## src/rtl/seg7_pkg.sv

```systemverilog
// Shared constants, types and the BCD helper for the seven-segment scan driver.
// Segment patterns are active-low {g,f,e,d,c,b,a}.
package seg7_pkg;

  localparam logic [6:0] SEG_0     = 7'h40;
  localparam logic [6:0] SEG_1     = 7'h79;
  localparam logic [6:0] SEG_2     = 7'h24;
  localparam logic [6:0] SEG_3     = 7'h30;
  localparam logic [6:0] SEG_4     = 7'h19;
  localparam logic [6:0] SEG_5     = 7'h12;
  localparam logic [6:0] SEG_6     = 7'h02;
  localparam logic [6:0] SEG_7     = 7'h78;
  localparam logic [6:0] SEG_8     = 7'h00;
  localparam logic [6:0] SEG_9     = 7'h10;
  localparam logic [6:0] SEG_DASH  = 7'h3F;
  localparam logic [6:0] SEG_BLANK = 7'h7F;

  // Digit codes above 9 that the decoder understands
  localparam logic [3:0] CODE_DASH  = 4'd10;
  localparam logic [3:0] CODE_BLANK = 4'd15;

  localparam logic [4:0] HR_MAX  = 5'd23;
  localparam logic [5:0] MIN_MAX = 6'd59;

  typedef logic [1:0] digit_idx_t;

  typedef struct packed {
    logic [2:0] tens;
    logic [3:0] ones;
  } bcd_t;

  // Restoring compare-subtract split of a 0..63 value into tens/ones.
  function automatic bcd_t bcd_split(input logic [5:0] v);
    logic [5:0] rem;
    bcd_t       res;
    rem      = v;
    res.tens = 3'd0;
    if (rem >= 6'd40) begin
      rem         = rem - 6'd40;
      res.tens[2] = 1'b1;
    end
    if (rem >= 6'd20) begin
      rem         = rem - 6'd20;
      res.tens[1] = 1'b1;
    end
    if (rem >= 6'd10) begin
      rem         = rem - 6'd10;
      res.tens[0] = 1'b1;
    end
    res.ones = rem[3:0];
    return res;
  endfunction

endpackage

```

## src/rtl/seg7_decode.sv

```systemverilog
// Combinational digit-code to seven-segment pattern decoder.
// Codes 0..9 are digits, 10 is a dash, anything else is blank.
module seg7_decode
  import seg7_pkg::*;
(
  input  logic [3:0] i_code,
  output logic [6:0] o_seg
);

  always_comb begin
    o_seg = SEG_BLANK;
    case (i_code)
      4'd0:      o_seg = SEG_0;
      4'd1:      o_seg = SEG_1;
      4'd2:      o_seg = SEG_2;
      4'd3:      o_seg = SEG_3;
      4'd4:      o_seg = SEG_4;
      4'd5:      o_seg = SEG_5;
      4'd6:      o_seg = SEG_6;
      4'd7:      o_seg = SEG_7;
      4'd8:      o_seg = SEG_8;
      4'd9:      o_seg = SEG_9;
      CODE_DASH: o_seg = SEG_DASH;
      default:   o_seg = SEG_BLANK;
    endcase
  end

endmodule

```

## src/rtl/seg7_scan_driver.sv

```systemverilog
// Snapshots hr/min, splits them into four BCD digit codes and time-multiplexes
// them onto a common-anode 4-digit display with anti-ghost blanking and blink.
module seg7_scan_driver
  import seg7_pkg::*;
#(
  parameter int SCAN_DIV  = 50000,
  parameter int BLANK_CYC = 8,
  parameter int BLINK_DIV = 250,
  parameter int LZ_BLANK  = 1
) (
  input  logic       clk,
  input  logic       reset,
  input  logic [4:0] hr,
  input  logic [5:0] min,
  input  logic       load,
  input  logic       blink_en,
  output logic [6:0] seg_out,
  output logic [3:0] anode_out,
  output logic [1:0] digit_idx
);

  localparam int CW = $clog2(SCAN_DIV);
  localparam int BW = (BLINK_DIV > 1) ? $clog2(BLINK_DIV) : 1;
  localparam logic [CW-1:0] CNT_LAST    = CW'(SCAN_DIV - 1);
  localparam logic [BW-1:0] BLINK_LAST  = BW'(BLINK_DIV - 1);
  localparam logic [3:0]    HR_TENS_RST = (LZ_BLANK != 0) ? CODE_BLANK : 4'd0;

  logic [4:0]       r_shadow_hr;
  logic [5:0]       r_shadow_min;
  logic [3:0][3:0]  r_dig;
  logic [CW-1:0]    r_cnt;
  digit_idx_t       r_idx;
  logic [BW-1:0]    r_blink_cnt;
  logic             r_blink_ph;
  logic [6:0]       r_seg;
  logic [3:0]       r_anode;

  bcd_t             w_hr_bcd;
  bcd_t             w_min_bcd;
  logic [3:0][3:0]  w_dig_next;
  logic             w_tick;
  logic [CW-1:0]    w_cnt_next;
  digit_idx_t       w_idx_next;
  logic [BW-1:0]    w_blink_cnt_next;
  logic             w_blink_ph_next;
  logic             w_blank_win;
  logic [6:0]       w_pat;
  logic [3:0]       w_anode_next;

  assign w_hr_bcd  = bcd_split({1'b0, r_shadow_hr});
  assign w_min_bcd = bcd_split(r_shadow_min);

  // Range check is per pair; an out-of-range hour also overrides leading-zero blanking.
  always_comb begin
    w_dig_next[0] = w_min_bcd.ones;
    w_dig_next[1] = {1'b0, w_min_bcd.tens};
    w_dig_next[2] = w_hr_bcd.ones;
    w_dig_next[3] = {1'b0, w_hr_bcd.tens};
    if (r_shadow_min > MIN_MAX) begin
      w_dig_next[0] = CODE_DASH;
      w_dig_next[1] = CODE_DASH;
    end
    if (r_shadow_hr > HR_MAX) begin
      w_dig_next[2] = CODE_DASH;
      w_dig_next[3] = CODE_DASH;
    end else if ((LZ_BLANK != 0) && (r_shadow_hr < 5'd10)) begin
      w_dig_next[3] = CODE_BLANK;
    end
  end

  assign w_tick     = (r_cnt == CNT_LAST);
  assign w_cnt_next = w_tick ? '0 : r_cnt + 1'b1;
  assign w_idx_next = w_tick ? r_idx + 2'd1 : r_idx;

  always_comb begin
    w_blink_cnt_next = r_blink_cnt;
    w_blink_ph_next  = r_blink_ph;
    if (!blink_en) begin
      w_blink_cnt_next = '0;
      w_blink_ph_next  = 1'b0;
    end else if (w_tick) begin
      if (r_blink_cnt == BLINK_LAST) begin
        w_blink_cnt_next = '0;
        w_blink_ph_next  = ~r_blink_ph;
      end else begin
        w_blink_cnt_next = r_blink_cnt + 1'b1;
      end
    end
  end

  generate
    if (BLANK_CYC > 0) begin : g_blank
      assign w_blank_win = (w_cnt_next < CW'(BLANK_CYC));
    end else begin : g_no_blank
      assign w_blank_win = 1'b0;
    end
  endgenerate

  assign w_anode_next = (w_blank_win || w_blink_ph_next) ? 4'hF : ~(4'b0001 << w_idx_next);

  seg7_decode u_decode (
    .i_code (r_dig[w_idx_next]),
    .o_seg  (w_pat)
  );

  // Segments only change at slot boundaries so a new snapshot never lands mid-slot.
  always_ff @(posedge clk or posedge reset) begin
    if (reset) begin
      r_shadow_hr  <= '0;
      r_shadow_min <= '0;
      r_dig        <= {HR_TENS_RST, 4'd0, 4'd0, 4'd0};
      r_cnt        <= '0;
      r_idx        <= '0;
      r_blink_cnt  <= '0;
      r_blink_ph   <= 1'b0;
      r_seg        <= SEG_BLANK;
      r_anode      <= 4'hF;
    end else begin
      if (load) begin
        r_shadow_hr  <= hr;
        r_shadow_min <= min;
      end
      r_dig       <= w_dig_next;
      r_cnt       <= w_cnt_next;
      r_idx       <= w_idx_next;
      r_blink_cnt <= w_blink_cnt_next;
      r_blink_ph  <= w_blink_ph_next;
      if (w_tick) begin
        r_seg <= w_pat;
      end
      r_anode <= w_anode_next;
    end
  end

  assign seg_out   = r_seg;
  assign anode_out = r_anode;
  assign digit_idx = r_idx;

endmodule

```

## config.mk

```make
export PLATFORM = sky130hd
export DESIGN_NAME = seg7_scan_driver
export DESIGN_NICKNAME = d
export VERILOG_FILES = /design/src/rtl/seg7_pkg.sv /design/src/rtl/seg7_decode.sv /design/src/rtl/seg7_scan_driver.sv
export SDC_FILE = /design/constraint.sdc
export NUM_CORES = 1
export LEC_CHECK = 0
export ABC_AREA = 1
export CORE_MARGIN = 2
export CORE_UTILIZATION = 47
export DETAILED_ROUTE_END_ITERATION = 16
export PLACE_DENSITY = 0.62
export RECOVER_POWER = 100
export SYNTH_ARGS = -nofsm -noshare
export SYNTH_HDL_FRONTEND = slang
export SYNTH_SLANG_ARGS = --single-unit
```

## constraint.sdc

```tcl
create_clock -name clk -period 2.9 [get_ports clk]
set_clock_uncertainty 0.1 [all_clocks]
set_input_delay 0.435 -clock clk [delete_from_list [all_inputs] [get_ports clk]]
set_output_delay 0.435 -clock clk [all_outputs]
set_load 0.1 [all_outputs]
```

# [Yosys cells after proc, flatten, opt, wreduce, memory -nomap -nowiden]
# Memories as Yosys holds them, arrays and structs flattened. A register that Yosys moved wholly into a read port is not among the register bits.
# Index checks and enable logic that the tools add are counted.
[word_totals] regBits=58 romBits=112 in_bits=15 out_inout_bits=13 elab_cells=66 n_memories=1
[op_classes] n_addsub=9 n_lt_le_gt_ge=11 eq_ne=3 n_shift=1 mux=27 n_bitwise=2 n_reduce_logical=1
[memory_table] memory="(name not given)" words=16 word_bits=7 read_ports=1 rd_clocked_by_memory_dff=1 write_ports=0 line="seg7_decode.sv:12" text="case (i_code)"
[ops] cell="$mux W8" count=4
[ops] cell="$mux W4" count=7
[ops] cell="$mux W6" count=4
[ops] cell="$add A16 B1 Y16 const B" count=1
[ops] cell="$eq A16 B16 Y1 const B" count=1
[ops] cell="$lt A16 B4 Y1 const B" count=1
[ops] cell="$mux W16" count=1
[ops] cell="$ge A6 B4 Y1 const B" count=2
[ops] cell="$ge A6 B5 Y1 const B" count=2
[ops] cell="$sub A6 B5 Y6 const B" count=2
[ops] cell="$mux W1" count=9
[ops] cell="$add A8 B1 Y8 const B" count=1
[ops] cell="$bmux W4 S2" count=1
[ops] cell="$eq A8 B8 Y1 const B" count=1
[ops] cell="$sub A4 B4 Y4 const B" count=2
[ops] cell="$ge A5 B6 Y1 const B" count=1
[ops] cell="$ge A6 B6 Y1 const B" count=1
[ops] cell="$gt A6 B6 Y1 const B" count=1
[ops] cell="$sub A5 B6 Y6 const B" count=1
[ops] cell="$sub A6 B6 Y6 const B" count=1
[ops] cell="$gt A5 B5 Y1 const B" count=1
[ops] cell="$lt A5 B4 Y1 const B" count=1
[ops] cell="$not A4 Y4" count=1
[ops] cell="$shl A1 B2 Y4 const A" count=1
[ops] cell="6 further kinds" count=6

# [Depth between registers and ports, before layout]
# Gate-level depths: netlist of run 1.
[logic_depth] depth_word=8 mapped_depth=21 ltp_nobuf=20

# [By module]
# Synthesis of run 1 repeated with hierarchy kept, for this count alone.
[hier_totals] cells_unflattened=503 hier_area_um2=3738.6
[modules_own_cells] module="seg7_scan_driver" n_inst=1 cells_per_inst=466 area_per_inst_um2=3514.6 seq_area_each_um2=1645.3
[modules_own_cells] module="seg7_decode" n_inst=1 cells_per_inst=37 area_per_inst_um2=224.0 seq_area_each_um2=0.0

# [Worst setup path after synthesis of run 1]
# No wires, ideal clock.
[synth_timing] path_type="register to register" start="register r_idx[0], in the netlist digit_idx[0]" end="register r_seg[3], in the netlist seg_out[3]" setup_ps=61 arrival_ps=2402 required_ps=2739 setup_slack_ps=337 stages_incl_launch_ff=17 path_buffers=1 synth_period_minus_slack_ps=2563 path_cell_list="dfrtp_1 -> inv_1 -> nand2_4 -> nand2_4 -> buf_6 -> inv_2 -> nand2_1 -> nand2_1 -> nand2_1 -> nand2_1 -> inv_1 -> ha_1 -> nand2_1 -> nand3_1 -> nand2_1 -> nand2_1 -> nand2_1"
[synth_between] elab_chain_cells=4
[synth_rtl] item="start: declaration" line="seg7_scan_driver.sv:32" text="digit_idx_t r_idx;"
[synth_rtl] item="start signal: assignment" line="seg7_scan_driver.sv:125" text="r_idx <= w_idx_next;"
[synth_rtl] item="$add A2 B1 Y2" line="seg7_scan_driver.sv:73" text="assign w_idx_next = w_tick ? r_idx + 2'd1 : r_idx;"
[synth_rtl] item="$mux W2 *" line="seg7_scan_driver.sv:73"
[synth_rtl] item="named net w_idx_next[0]" line="seg7_scan_driver.sv:43" text="digit_idx_t w_idx_next;"
[synth_rtl] item="$bmux W4 S2 *" line="seg7_scan_driver.sv:102" text=".i_code (r_dig[w_idx_next]),"
[synth_rtl] item="$mux W4 (implied by the code) *" line="seg7_scan_driver.sv:102"
[synth_rtl] item="end: declaration" line="seg7_scan_driver.sv:35" text="logic [6:0] r_seg;"
# The timed path passes the listed nets; every way through them passes the cells marked *. The select of a mux whose other input is x is not followed.
# A chain may end at the register's enable or synchronous reset.

# [Worst setup path in the final report of run 1]
[layout_timing] start="register r_cnt[0]" end="register r_seg[3], in the netlist seg_out[3]"
[layout_between] elab_chain_cells=4
[layout_rtl] item="start: declaration" line="seg7_scan_driver.sv:31" text="logic [CW-1:0] r_cnt;"
[layout_rtl] item="start signal: assignment" line="seg7_scan_driver.sv:124" text="r_cnt <= w_cnt_next;"
[layout_rtl] item="$eq A16 B16 Y1" line="seg7_scan_driver.sv:71" text="assign w_tick = (r_cnt == CNT_LAST);"
[layout_rtl] item="$mux W2" line="seg7_scan_driver.sv:73"
[layout_rtl] item="named net w_idx_next[0]" line="seg7_scan_driver.sv:43"
[layout_rtl] item="$bmux W4 S2" line="seg7_scan_driver.sv:102"
[layout_rtl] item="$mux W4 (implied by the code)" line="seg7_scan_driver.sv:102"
# The timed path passes the listed nets, and every way through them passes these cells. The select of a mux whose other input is x is not followed.

==> results.sh, run 1 <==
export IMPL_synth_ff_type="dfrtp_1"
export IMPL_pin_count=28
export IMPL_synth_edf_count=0
export IMPL_drt_iter0_drc=83
export IMPL_syn_area_um2=3710
export IMPL_synth_top_area_share_pct=33.8
export IMPL_final_period_utilization_pct=88.2
export IMPL_path_class="flop to flop"
export IMPL_coreArea_um2=7690
export IMPL_portBuffers=27
export IMPL_dieHeight_um=92.8
export IMPL_crit_path_max_incr_delay_ns=0.37
export IMPL_syn_to_final_growth_pct=13.7
export IMPL_synthesis_nets=500
export IMPL_layout_drive_gt1_share_pct=12.7
export IMPL_setup_viol=0
export IMPL_timing_fmax_mhz=391
export IMPL_synthTopCellsByCount="126 x nand2_1, 71 x inv_1, 50 x dfrtp_1"
export IMPL_slew_headroom_pct=-1.90
export IMPL_r2r_end="seg_out[3]"
export IMPL_grt_antenna_before_repair=0
export IMPL_grt_pass1_vias=2797
export IMPL_crit_required_ns=3.08
export IMPL_nets=536
export IMPL_cts_buffers=9
export IMPL_wire_per_inst_um=11.1
export IMPL_tightest_slew_ns=1.53
export IMPL_reg2reg_from="r_cnt[0]"
export IMPL_rr_worst_depth=18
export IMPL_dp_hpwl_mm=5.06
export IMPL_clk_pin_slew_ns=0.08
export IMPL_status="finished with violations"
export IMPL_post_cts_buffers=0
export IMPL_cts_root_buf="clkbuf_8"
export IMPL_fin_ws_ns=0.343
export IMPL_drv_cap=1
export IMPL_grt_max_degree=66
export IMPL_ir_drop_mv=0.245
export IMPL_startpoint="r_cnt[0]"
export IMPL_leakage_nw=2.26
export IMPL_setup_tns_final_ns=0
export IMPL_rows=32
export IMPL_ys_seq_elements=65
export IMPL_cts_buffer_depth=2
export IMPL_min_path_type="flop to flop"
export IMPL_yosysMostFrequentCell="nand2_1"
export IMPL_multi_input_area_um2=1710
export IMPL_failed_checks="capacitance limit, slew limit"
export IMPL_overflow=0
export IMPL_finalPower_mw=2.38
export IMPL_yosysWarnings=0
export IMPL_ys_async_sr_fraction_pct=100
export IMPL_diodes=0
export IMPL_seq_area_um2=1650
export IMPL_fillCellCount=790
export IMPL_synth_cell_types=37
export IMPL_syn_avg_cell_area_um2=7.87
export IMPL_placed_cell_area_um2=4070
export IMPL_synth_top_area_cell="dfrtp_1"
export IMPL_ctsHoldBuffers=0
export IMPL_start_kind="flop"
export IMPL_maxSlewViolCount=66
export IMPL_grt_pass1_wl_mm=12.2
export IMPL_routabilityCongestion=0.891
export IMPL_ant_nets=0
export IMPL_htreeDepth=3
export IMPL_crit_chain="ha_1, nand3_4, nor2_4, nand2_4, nand2_4, nand2_4, inv_1, nand2_1, nand2_1, nand2_1, nand2_1, inv_1, ha_1, nand2_1, nand3_1, nand2_1, nand2_1, nand2_1"
export IMPL_cp_common_cell="nand2_1"
export IMPL_wl_mm=6.80
export IMPL_cts_sinks=65
export IMPL_hold_viol=0
export IMPL_start_util_pct=48.2
export IMPL_slowest_stage="dfrtp_1"
export IMPL_rsz0062_at_grt="false"
export IMPL_p_per_area_nw_per_um2=565
export IMPL_final_util_pct=54.8
export IMPL_design_area_um2=4220
export IMPL_tritoncts="done"
export IMPL_die_x_um=92.8
export IMPL_syn_instance_count=471
export IMPL_post_route_drc_count=0
export IMPL_ys_seq_area_share_pct=44.4
export IMPL_num_vias=2952
export IMPL_post_drt_via_cell_ratio=4.81
export IMPL_period_needed_ns=2.56
export IMPL_drtPass1Iterations=4
export IMPL_dp_slack_ns=0.385
export IMPL_rrSetupSlack_ns=0.34
export IMPL_cp_endpoint="seg_out[3]"
export IMPL_synth_area_leaders="dfrtp_1 34%, nand2_1 13%, dfstp_2 11%"
export IMPL_track_usage_pct=17.9
export IMPL_crit_path_end_kind="flop"
export IMPL_crit_fanout=12
export IMPL_postCtsResizedCells=0
export IMPL_clk_latency_ns=0.35
export IMPL_arrival_ns=2.74
export IMPL_dieArea_um2=8610
where the power goes:
part / switching [mW] / leakage, nW / internal [mW]
Clock: 0.363 / 0.111 / 0.489
Combinational: 0.327 / 1.35 / 0.189
Sequential: 0.0293 / 0.795 / 0.983
Total: 0.720 / 2.26 / 1.66
sequential cells by signal (all words and copies together), names as in the netlist, 2 cells and up:
signal	cells
r_shadow_hr	5
seg_out	7
r_shadow_min	6
digit_idx	2
anode_out	4
r_dig	16
r_blink_cnt	8
r_cnt	16
final cells by class:
cell class,instances,share of cell area (%)
repair buffers,29,4.69
well taps,102,3.03
inverters,81,7.39
clock inverters,6,2.17
flip-flops and latches,65,39.0
multi-input cells,321,40.7
clock buffers,10,3.03
cell usage in the layout, fill, tap and decap left out, types with 11 or more instances in the layout:
cell / count
dfrtp_1: 50
nand2_1: 126
o21ai_0: 23
nor2_1: 43
a21oi_1: 11
clkbuf_1: 15
nand3_1: 43
clkdlybuf4s50_1: 12
ha_1: 14
inv_1: 73
dfstp_2: 15
stage by stage:
| step | instances | hold slack, ns |
|---|---|---|
| floorplan | 471 | 0.330 |
| global placement | 598 | 0.342 |
| detailed placement | 598 | 0.353 |
| CTS | 614 | 0.367 |
| global route | 614 | 0.377 |
| finish | 614 | 0.361 |
kinds of logic after synthesis:
family / count (synthesis) / share of synthesized area (%)
AND/OR/NAND/NOR: 252 / 32.0
AO/OA/AOI/OAI: 43 / 6.79
adder cells (fa/ha/maj): 14 / 4.73
buffers and inverters: 85 / 9.15
multiplexers: 2 / 0.574
XOR/XNOR: 10 / 2.36
flip-flops: 65 / 44.4
worst max-delay path, delay by kind of cell, from the launching register on:
| kind | cells | cell delay, ns |
|---|---|---|
| adders and majority gates | 2 | 0.54 |
| buffers and inverters | 2 | 0.21 |
| DFF | 1 | 0.37 |
| and+or+nand+nor | 14 | 1.26 |
metal layers:
layer / GRT usage, % / part of all wire, %
met4: 9.68 / 2.7
met1: 23.1 / 49
met2: 28.6 / 45
met3: 3.09 / 3.3
met5: 0 / 0
how the worst min path moves through the flow:
| stage | start | to | slack, ns | depth (start not counted) |
|---|---|---|---|---|
| 2_1_floorplan | r_cnt[0] | r_cnt[0] | 0.33 | 1 |
| 3_3_place_gp | r_cnt[0] | r_cnt[0] | 0.34 | 1 |
| 5_1_grt | seg_out[2] | seg_out[2] | 0.38 | 2 |
| 4_1_cts | reset | r_blink_cnt[3] | 0.37 | 3 |
| 3_5_place_dp | r_cnt[0] | r_cnt[0] | 0.35 | 1 |
| 6_report | r_cnt[0] | r_cnt[0] | 0.36 | 1 |
(Power assumes the default switching activity.)
==> inputs of run 2 (changes only) <==
--- a/config.mk
+++ b/config.mk
@@ -11,6 +11,7 @@
 export DETAILED_ROUTE_END_ITERATION = 16
 export PLACE_DENSITY = 0.62
 export RECOVER_POWER = 100
+export SETUP_SLACK_MARGIN = 0.02
 export SYNTH_ARGS = -nofsm -noshare
 export SYNTH_HDL_FRONTEND = slang
 export SYNTH_SLANG_ARGS = --single-unit
==> results of run 2 <==
Same layout as run 1: the final DEF is identical, and so are final timing and power.
